## config.mk

```make
export PLATFORM = sky130hd
export DESIGN_NAME = main_bus_arbiter
export DESIGN_NICKNAME = d
export VERILOG_FILES = /design/src/rtl/main_bus_arbiter.sv
export SDC_FILE = /design/constraint.sdc
export NUM_CORES = 1
export LEC_CHECK = 0
export ABC_AREA = 1
export BUFFER_PORTS_ARGS = -buffer_cell sky130_fd_sc_hd__buf_4
export CELL_PAD_IN_SITES_DETAIL_PLACEMENT = 1
export CELL_PAD_IN_SITES_GLOBAL_PLACEMENT = 1
export CORE_MARGIN = 2
export CORE_UTILIZATION = 37
export CTS_CLUSTER_DIAMETER = 60
export CTS_CLUSTER_SIZE = 14
export DETAILED_ROUTE_END_ITERATION = 10
export PLACE_DENSITY_LB_ADDON = 0.1
export SETUP_SLACK_MARGIN = 0.3
export SLEW_MARGIN = 30
export SYNTH_ARGS = -nofsm -noshare
export SYNTH_HDL_FRONTEND = slang
export SYNTH_SLANG_ARGS = --single-unit
```

## constraint.sdc

```tcl
create_clock -name clk -period 2.5 [get_ports clk]
set_clock_uncertainty 0.1 [all_clocks]
set_input_delay 0.5 -clock clk [delete_from_list [all_inputs] [get_ports clk]]
set_output_delay 0.5 -clock clk [all_outputs]
set_load 0.02 [all_outputs]
```

## src/rtl/main_bus_arbiter.sv

```systemverilog
// rtl/main_bus_arbiter.sv - round-robin arbiter producing active-low MainBus assert enables
// Optional MAIN_BUS_TURNAROUND_EN inserts a one-cycle idle gap on owner change.
module main_bus_arbiter #(
  parameter int NREQ     = 4,
  parameter int MAX_HOLD = 8
) (
  input  logic                      clk,
  input  logic                      reset_n,
  input  logic [NREQ-1:0]           req,
  input  logic [NREQ-1:0]           lock,
  output logic [NREQ-1:0]           a_main_n,
  output logic                      grant_valid,
  output logic [$clog2(NREQ)-1:0]   grant_idx,
  output logic [7:0]                busy_cnt
);

  localparam int IW = $clog2(NREQ);

`ifdef MAIN_BUS_TURNAROUND_EN
  typedef enum logic [1:0] {S_IDLE, S_OWN, S_TURN} state_t;
`else
  typedef enum logic [1:0] {S_IDLE, S_OWN} state_t;
`endif

  state_t          state_q, state_d;
  logic [IW-1:0]   rr_ptr_q, rr_ptr_d;
  logic [NREQ-1:0] a_main_n_d;
  logic            grant_valid_d;
  logic [IW-1:0]   grant_idx_d;
  logic [7:0]      busy_cnt_d;
`ifdef MAIN_BUS_TURNAROUND_EN
  logic [IW-1:0]   turn_w_q, turn_w_d;
`endif

  // Search rr_ptr+1 .. rr_ptr+NREQ; the owner itself is tried last.
  function automatic logic [IW:0] rr_pick(input logic [NREQ-1:0] r, input logic [IW-1:0] base);
    logic [IW:0] res;
    int          idx;
    res = '0;
    for (int k = NREQ; k >= 1; k--) begin
      idx = (int'(base) + k) % NREQ;
      if (r[idx]) res = {1'b1, IW'(idx)};
    end
    return res;
  endfunction

  logic [IW:0]     pick;
  logic            win_found;
  logic [IW-1:0]   win_idx;
  logic [NREQ-1:0] owner_mask;
  logic            others;
  logic            keep;
  logic            do_grant;
  logic            do_idle;
  logic [IW-1:0]   g_idx;

  always_comb begin
    pick       = rr_pick(req, rr_ptr_q);
    win_found  = pick[IW];
    win_idx    = pick[IW-1:0];
    owner_mask = NREQ'(1) << grant_idx;
    others     = |(req & ~owner_mask);
    keep       = req[grant_idx] & lock[grant_idx] & (~others | (busy_cnt < 8'(MAX_HOLD)));
  end

  always_comb begin
    state_d       = state_q;
    rr_ptr_d      = rr_ptr_q;
    a_main_n_d    = a_main_n;
    grant_valid_d = grant_valid;
    grant_idx_d   = grant_idx;
    busy_cnt_d    = busy_cnt;
    do_grant      = 1'b0;
    do_idle       = 1'b0;
    g_idx         = win_idx;
`ifdef MAIN_BUS_TURNAROUND_EN
    turn_w_d      = turn_w_q;
`endif
    case (state_q)
      S_IDLE: begin
        if (win_found) do_grant = 1'b1;
      end
      S_OWN: begin
        if (keep) begin
          busy_cnt_d = (busy_cnt == 8'hFF) ? busy_cnt : busy_cnt + 8'd1;
        end else if (!win_found) begin
          do_idle = 1'b1;
`ifdef MAIN_BUS_TURNAROUND_EN
        end else if (win_idx != grant_idx) begin
          do_idle  = 1'b1;
          state_d  = S_TURN;
          turn_w_d = win_idx;
`endif
        end else begin
          do_grant = 1'b1;
        end
      end
`ifdef MAIN_BUS_TURNAROUND_EN
      S_TURN: begin
        // The bus already floated for a cycle, so any re-arbitration here is granted directly.
        if (req[turn_w_q]) begin
          do_grant = 1'b1;
          g_idx    = turn_w_q;
        end else if (win_found) begin
          do_grant = 1'b1;
        end else begin
          do_idle  = 1'b1;
        end
      end
`endif
      default: do_idle = 1'b1;
    endcase

    if (do_grant) begin
      state_d       = S_OWN;
      a_main_n_d    = ~(NREQ'(1) << g_idx);
      grant_valid_d = 1'b1;
      grant_idx_d   = g_idx;
      busy_cnt_d    = 8'd1;
      rr_ptr_d      = g_idx;
    end else if (do_idle) begin
      if (state_d == S_OWN) state_d = S_IDLE;
      a_main_n_d    = '1;
      grant_valid_d = 1'b0;
      grant_idx_d   = '0;
      busy_cnt_d    = 8'd0;
    end
  end

  always_ff @(posedge clk or negedge reset_n) begin
    if (!reset_n) begin
      state_q     <= S_IDLE;
      rr_ptr_q    <= IW'(NREQ - 1);
      a_main_n    <= '1;
      grant_valid <= 1'b0;
      grant_idx   <= '0;
      busy_cnt    <= 8'd0;
    end else begin
      state_q     <= state_d;
      rr_ptr_q    <= rr_ptr_d;
      a_main_n    <= a_main_n_d;
      grant_valid <= grant_valid_d;
      grant_idx   <= grant_idx_d;
      busy_cnt    <= busy_cnt_d;
    end
  end

`ifdef MAIN_BUS_TURNAROUND_EN
  always_ff @(posedge clk or negedge reset_n) begin
    if (!reset_n) turn_w_q <= '0;
    else          turn_w_q <= turn_w_d;
  end
`endif

endmodule

```

**After elaboration in Yosys (flattened, before gate mapping)**

Index checks and enable logic that the tools add are counted.

- Add/subtract/negate cells: 5
- Magnitude comparators: 6
- Equal/unequal tests: 3
- Shift-type cells: 2
- Mux-type cells: 40
- Bitwise operators: 11
- Reductions and logical operators: 12

Operators with widths:

| kind | number |
|---|---|
| two-way mux 8 bit | 5 |
| < comparator 3 x 4 -> 1 bit (second input constant) | 4 |
| two-way mux 1 bit | 16 |
| binary-select mux 1 bit (select 2 bit) | 6 |
| two-way mux 3 bit | 4 |
| two-way mux 2 bit | 5 |
| adder 8 x 1 -> 8 bit (second input constant) | 1 |
| == test 8 bit (second input constant) | 1 |
| < comparator 8 x 4 -> 1 bit (second input constant) | 1 |
| two-way mux 4 bit | 2 |
| inverter 4 bit | 2 |
| OR reduction 2 bit | 4 |
| left shift 1 x 2 -> 4 bit (first input constant) | 2 |
| nonzero test 3 bit | 2 |
| adder 2 x 1 -> 2 bit (second input constant) | 2 |
| adder 2 bit (second input constant) | 2 |
| bitwise AND 1 bit (first input constant) | 4 |
| bitwise AND 4 bit | 1 |
| one-hot mux 1 bit (2 select lines) | 2 |
| nonzero test 2 bit | 2 |
| OR reduction 4 bit | 1 |
| < comparator 2 x 3 -> 1 bit (second input constant) | 1 |
| inequality test 3 bit (second input constant) | 1 |
| AND reduction 3 bit | 1 |
| 6 further kinds | 7 |

- Flip-flop bits (word level): 19
- Bits of input ports: 10

**Longest topological paths before layout**

- Depth in word-level cells: 15
- Depth in mapped cells: 13
- Mapped depth without buffers: 13

**Worst setup path after synthesis**

Ideal clock, no wire load.

- Path type: flip-flop to flip-flop
- From: register busy_cnt[0]
- To: register busy_cnt[7]
- Setup time: 0.121 ns
- Arrival: 1.635 ns
- Data required time: 2.279 ns
- Path slack: 0.644 ns
- Stages on the path, launching flop included: 10
- Cells stage by stage: dfrtp_1 ha_1 nand3_1 nor2_1 nand2_1 nand2_1 nor3_1 nand2_1 o21ai_0 nor2_1

- Longest elaborated chain between the ends: 7

Ends and longest elaborated chain:

| element | line | source |
|---|---|---|
| start, declared | 14 | `output logic [7:0] busy_cnt` |
| start signal, assigned | 144 | `busy_cnt <= busy_cnt_d;` |
| < comparator 8 x 4 -> 1 bit | 63 | `keep = req[grant_idx] & lock[grant_idx] & (~others \| (busy_cnt < 8'(MAX_HOLD)));` |
| bitwise OR 1 bit | 63 |  |
| bitwise AND 1 bit | 63 |  |
| two-way mux 1 bit | 84 | `if (keep) begin` |
| one-hot mux 1 bit (2 select lines) | 79 | `case (state_q)` |
| inequality test 3 bit (no line), or another cell as far along | n/a |  |
| AND reduction 3 bit (no line) or two-way mux 8 bit (tied branches) | n/a |  |

Parallel ways exist; a longest one is shown, timed or not. The select of a mux whose other input is x is not followed.
A chain may end at the register's enable or synchronous reset.

**Worst setup path in the final report**

Ends and elaborated chain as after synthesis.

==> flow_metrics.py <==
metrics = {
    "status": {
        "status": "finished clean",
    },
    "finish": {
        "final_area_um2": 1460,
        "layout_commonest_cell": "nand2_1",
        "fin_nets": 220,
        "syn_to_final_growth_pct": 22.1,
        "layout_common_cells": "67 x nand2_1, 24 x inv_1, 24 x buf_4",
        "layout-drive-gt1-share_pct": 23.6,
        "n_antenna_cell": 0,
    },
    "detailed_routing": {
        "wl_per_cell_um": 11.6,
        "drtIter0Drc": 25,
        "finalWirelength_mm": 2.92,
        "wl_met1_mm": 1.27,
        "viasPerCell": 4.75,
        "dr_wl_met3_um": 49,
        "wl_met2_mm": 1.56,
        "vias": 1197,
        "dr.pass1.iters": 4,
        "ant_nets": 0,
        "drc": 0,
        "highest_layer": "met4",
    },
    "grt": {
        "gr-total-overflow": 0,
        "antenna_found_initial": 0,
        "grt_pass1_wl_mm": 5.06,
        "grt_max_degree": 19,
        "grt_pass1_vias": 1189,
        "gr-usage-all-layers_pct": 18.3,
    },
    "flow_run": {
        "drv_cap": 0,
    },
    "setup_path": {
        "crit_type": "reg2reg",
        "cp-start-kind": "register",
        "timing.rr.end": "busy_cnt[7]$_DFFE_PN0P_",
        "timing.rr.start": "busy_cnt[0]$_DFFE_PN0P_",
        "r2r_slack_ns": 0.58,
        "crit_arrival_ns": 2.00,
        "rr_worst_depth": 9,
        "required_ns": 2.58,
        "endpoint_kind": "register",
        "cp_max_fo": 7,
    },
    "clock_tree": {
        "clk_latency_ns": 0.29,
        "cts_tree": "done",
        "clockRootBuffer": "clkbuf_4",
        "clkSlewWorstSetupHoldPaths_ns": 0.11,
        "cts_made_buffers": 3,
        "cts_setup_buffers": 0,
        "clk_path_buf_depth": 2,
        "cts.sinks": 18,
        "cts-htree-levels": 1,
    },
    "synth": {
        "synth_cell_types": 22,
        "syn_inst": 182,
        "synth-edff-count": 0,
        "syn-num-nets": 193,
        "netlist_area_um2": 1200,
        "yosys_register_bits": 18,
        "synth_ff_type": "dfrtp_1",
        "avgSynthCellArea_um2": 6.59,
        "async_flop_share_pct": 100,
        "yosys_warnings": 0,
        "ys_seq_area_share_pct": 38.2,
    },
    "timing": {
        "whs_ns": 0.404,
        "slew_headroom_pct": 77.5,
        "finalSetupViolCount": 0,
        "worst_pin_slew_ns": 0.336,
        "rsz0062_at_grt": "no",
        "hold_viol_final": 0,
        "post-route-period-util_pct": 76.6,
        "drv_slew": 0,
        "period_needed_ns": 1.92,
        "fin_tns_setup_ns": 0,
        "fmax_mhz": 522,
        "layout_setup_ws_ns": 0.585,
    },
    "die": {
        "start_util_pct": 38.9,
        "design.portCount": 25,
        "die_y_um": 60.9,
        "die_x_um": 60.9,
        "dieArea_um2": 3710,
        "rows": 20,
        "core_area_um2": 3080,
    },
    "place": {
        "placed_area_um2": 1410,
        "dp_hpwl_mm": 2.44,
        "gp_congestion": 0.794,
        "numPortBuffers": 24,
        "place_ws_ns": 0.424,
    },
    "power_and_ir_drop": {
        "p_leak_nw": 0.815,
        "irDropWorstVdd_mv": 0.525,
        "power_w": 0.00188,
        "power_density_nw_per_um2": 1290,
    },
    "hold_path": {
        "hold_depth": 2,
        "hold_path_end": "grant_valid$_DFFE_PN0N_",
        "hold_path_class": "reg2reg",
        "min-delay-start": "grant_valid$_DFFE_PN0N_",
    },
}
[worst max-delay path by stage]
stage                                       start                      end  slack (ns)  cells past startpoint
after floorplan           busy_cnt[0]$_DFFE_PN0P_  busy_cnt[7]$_DFFE_PN0P_        0.64                      9
after global placement    busy_cnt[0]$_DFFE_PN0P_  busy_cnt[7]$_DFFE_PN0P_        0.47                      9
after detailed placement  busy_cnt[0]$_DFFE_PN0P_  busy_cnt[7]$_DFFE_PN0P_        0.42                      9
after CTS                 busy_cnt[0]$_DFFE_PN0P_  busy_cnt[7]$_DFFE_PN0P_        0.39                      9
after global routing      busy_cnt[0]$_DFFE_PN0P_  busy_cnt[7]$_DFFE_PN0P_        0.36                      9
final                     busy_cnt[0]$_DFFE_PN0P_  busy_cnt[7]$_DFFE_PN0P_        0.58                      9
[registers in the layout, indices dropped and copies added (netlist names)]
signal	count
busy_cnt	8
a_main_n	4
grant_idx	2
state_q	1
rr_ptr_q	2
grant_valid	1
[power by group]
part           switching (W)  internal [W]  total [W]  leakage (nW)
clock network      0.0000897     0.0000887   0.000178        0.0210
logic               0.000772      0.000388    0.00116         0.580
registers           0.000123      0.000423   0.000546         0.214
total               0.000984      0.000900    0.00188         0.815
[critical path, cell delays in order (launching register included)]
cell and delay, ns:
dfrtp_1 0.45, ha_1 0.24, nand3_1 0.11, nor2_1 0.07
nand2_1 0.06, nand2_1 0.15, nor3_2 0.31, nand2_1 0.11
o21ai_0 0.16, nor2_1 0.05
[synthesized netlist by cell type, types with 3 or more instances]
library cell	n	share of area, %
inv_2	3	0.94
a21oi_1	4	1.7
nand2_2	7	3.7
inv_1	24	7.5
o21ai_0	5	2.1
o21ai_1	3	1.3
dfrtp_1	12	25
dfstp_2	6	13
nor2_1	19	6.0
nand3_1	19	7.9
nand2_1	67	21
[cell families (layout without fill, tap and decap cells)]
kind of cell | count (synthesis) | count (layout) | synth area share (%)
adders and majority gates | 1 | 1 | 1.04
AOI/OAI and AO/OA | 14 | 14 | 6.89
xor gates and xnor gates | 3 | 3 | 2.19
DFF | 18 | 18 | 38.2
buffers and inverters | 30 | 56 | 10.2
and+or+nand+nor | 116 | 116 | 41.4
[layer usage]
metal,track usage (%),up-vias
met2,34.7,16
met5,0,-
met4,5.59,0
met1,21.7,569
met3,1.28,4
li1,-,608
[layout make-up]
type,instances,area (um^2)
fillers,422,1610
multi-input cells,134,623
flip-flops and latches,18,458
repair buffers,25,190
inverters,27,101
well taps,44,55.1
clock buffers,4,36.3
[repair_timing]
action,CTS,global route
hold endpoints to repair,12,0
endpoints found under the setup margin,0,1
gates resized for setup,0,1
hold buffers,1,0
[stage by stage]
step,std cells,utilization [%]
2_1_floorplan,182,-
3_3_place_gp,247,45.9
3_5_place_dp,247,45.9
4_1_cts,252,47.4
5_1_grt,252,47.6
6_report,252,47.6
(Power assumes the default switching activity.)
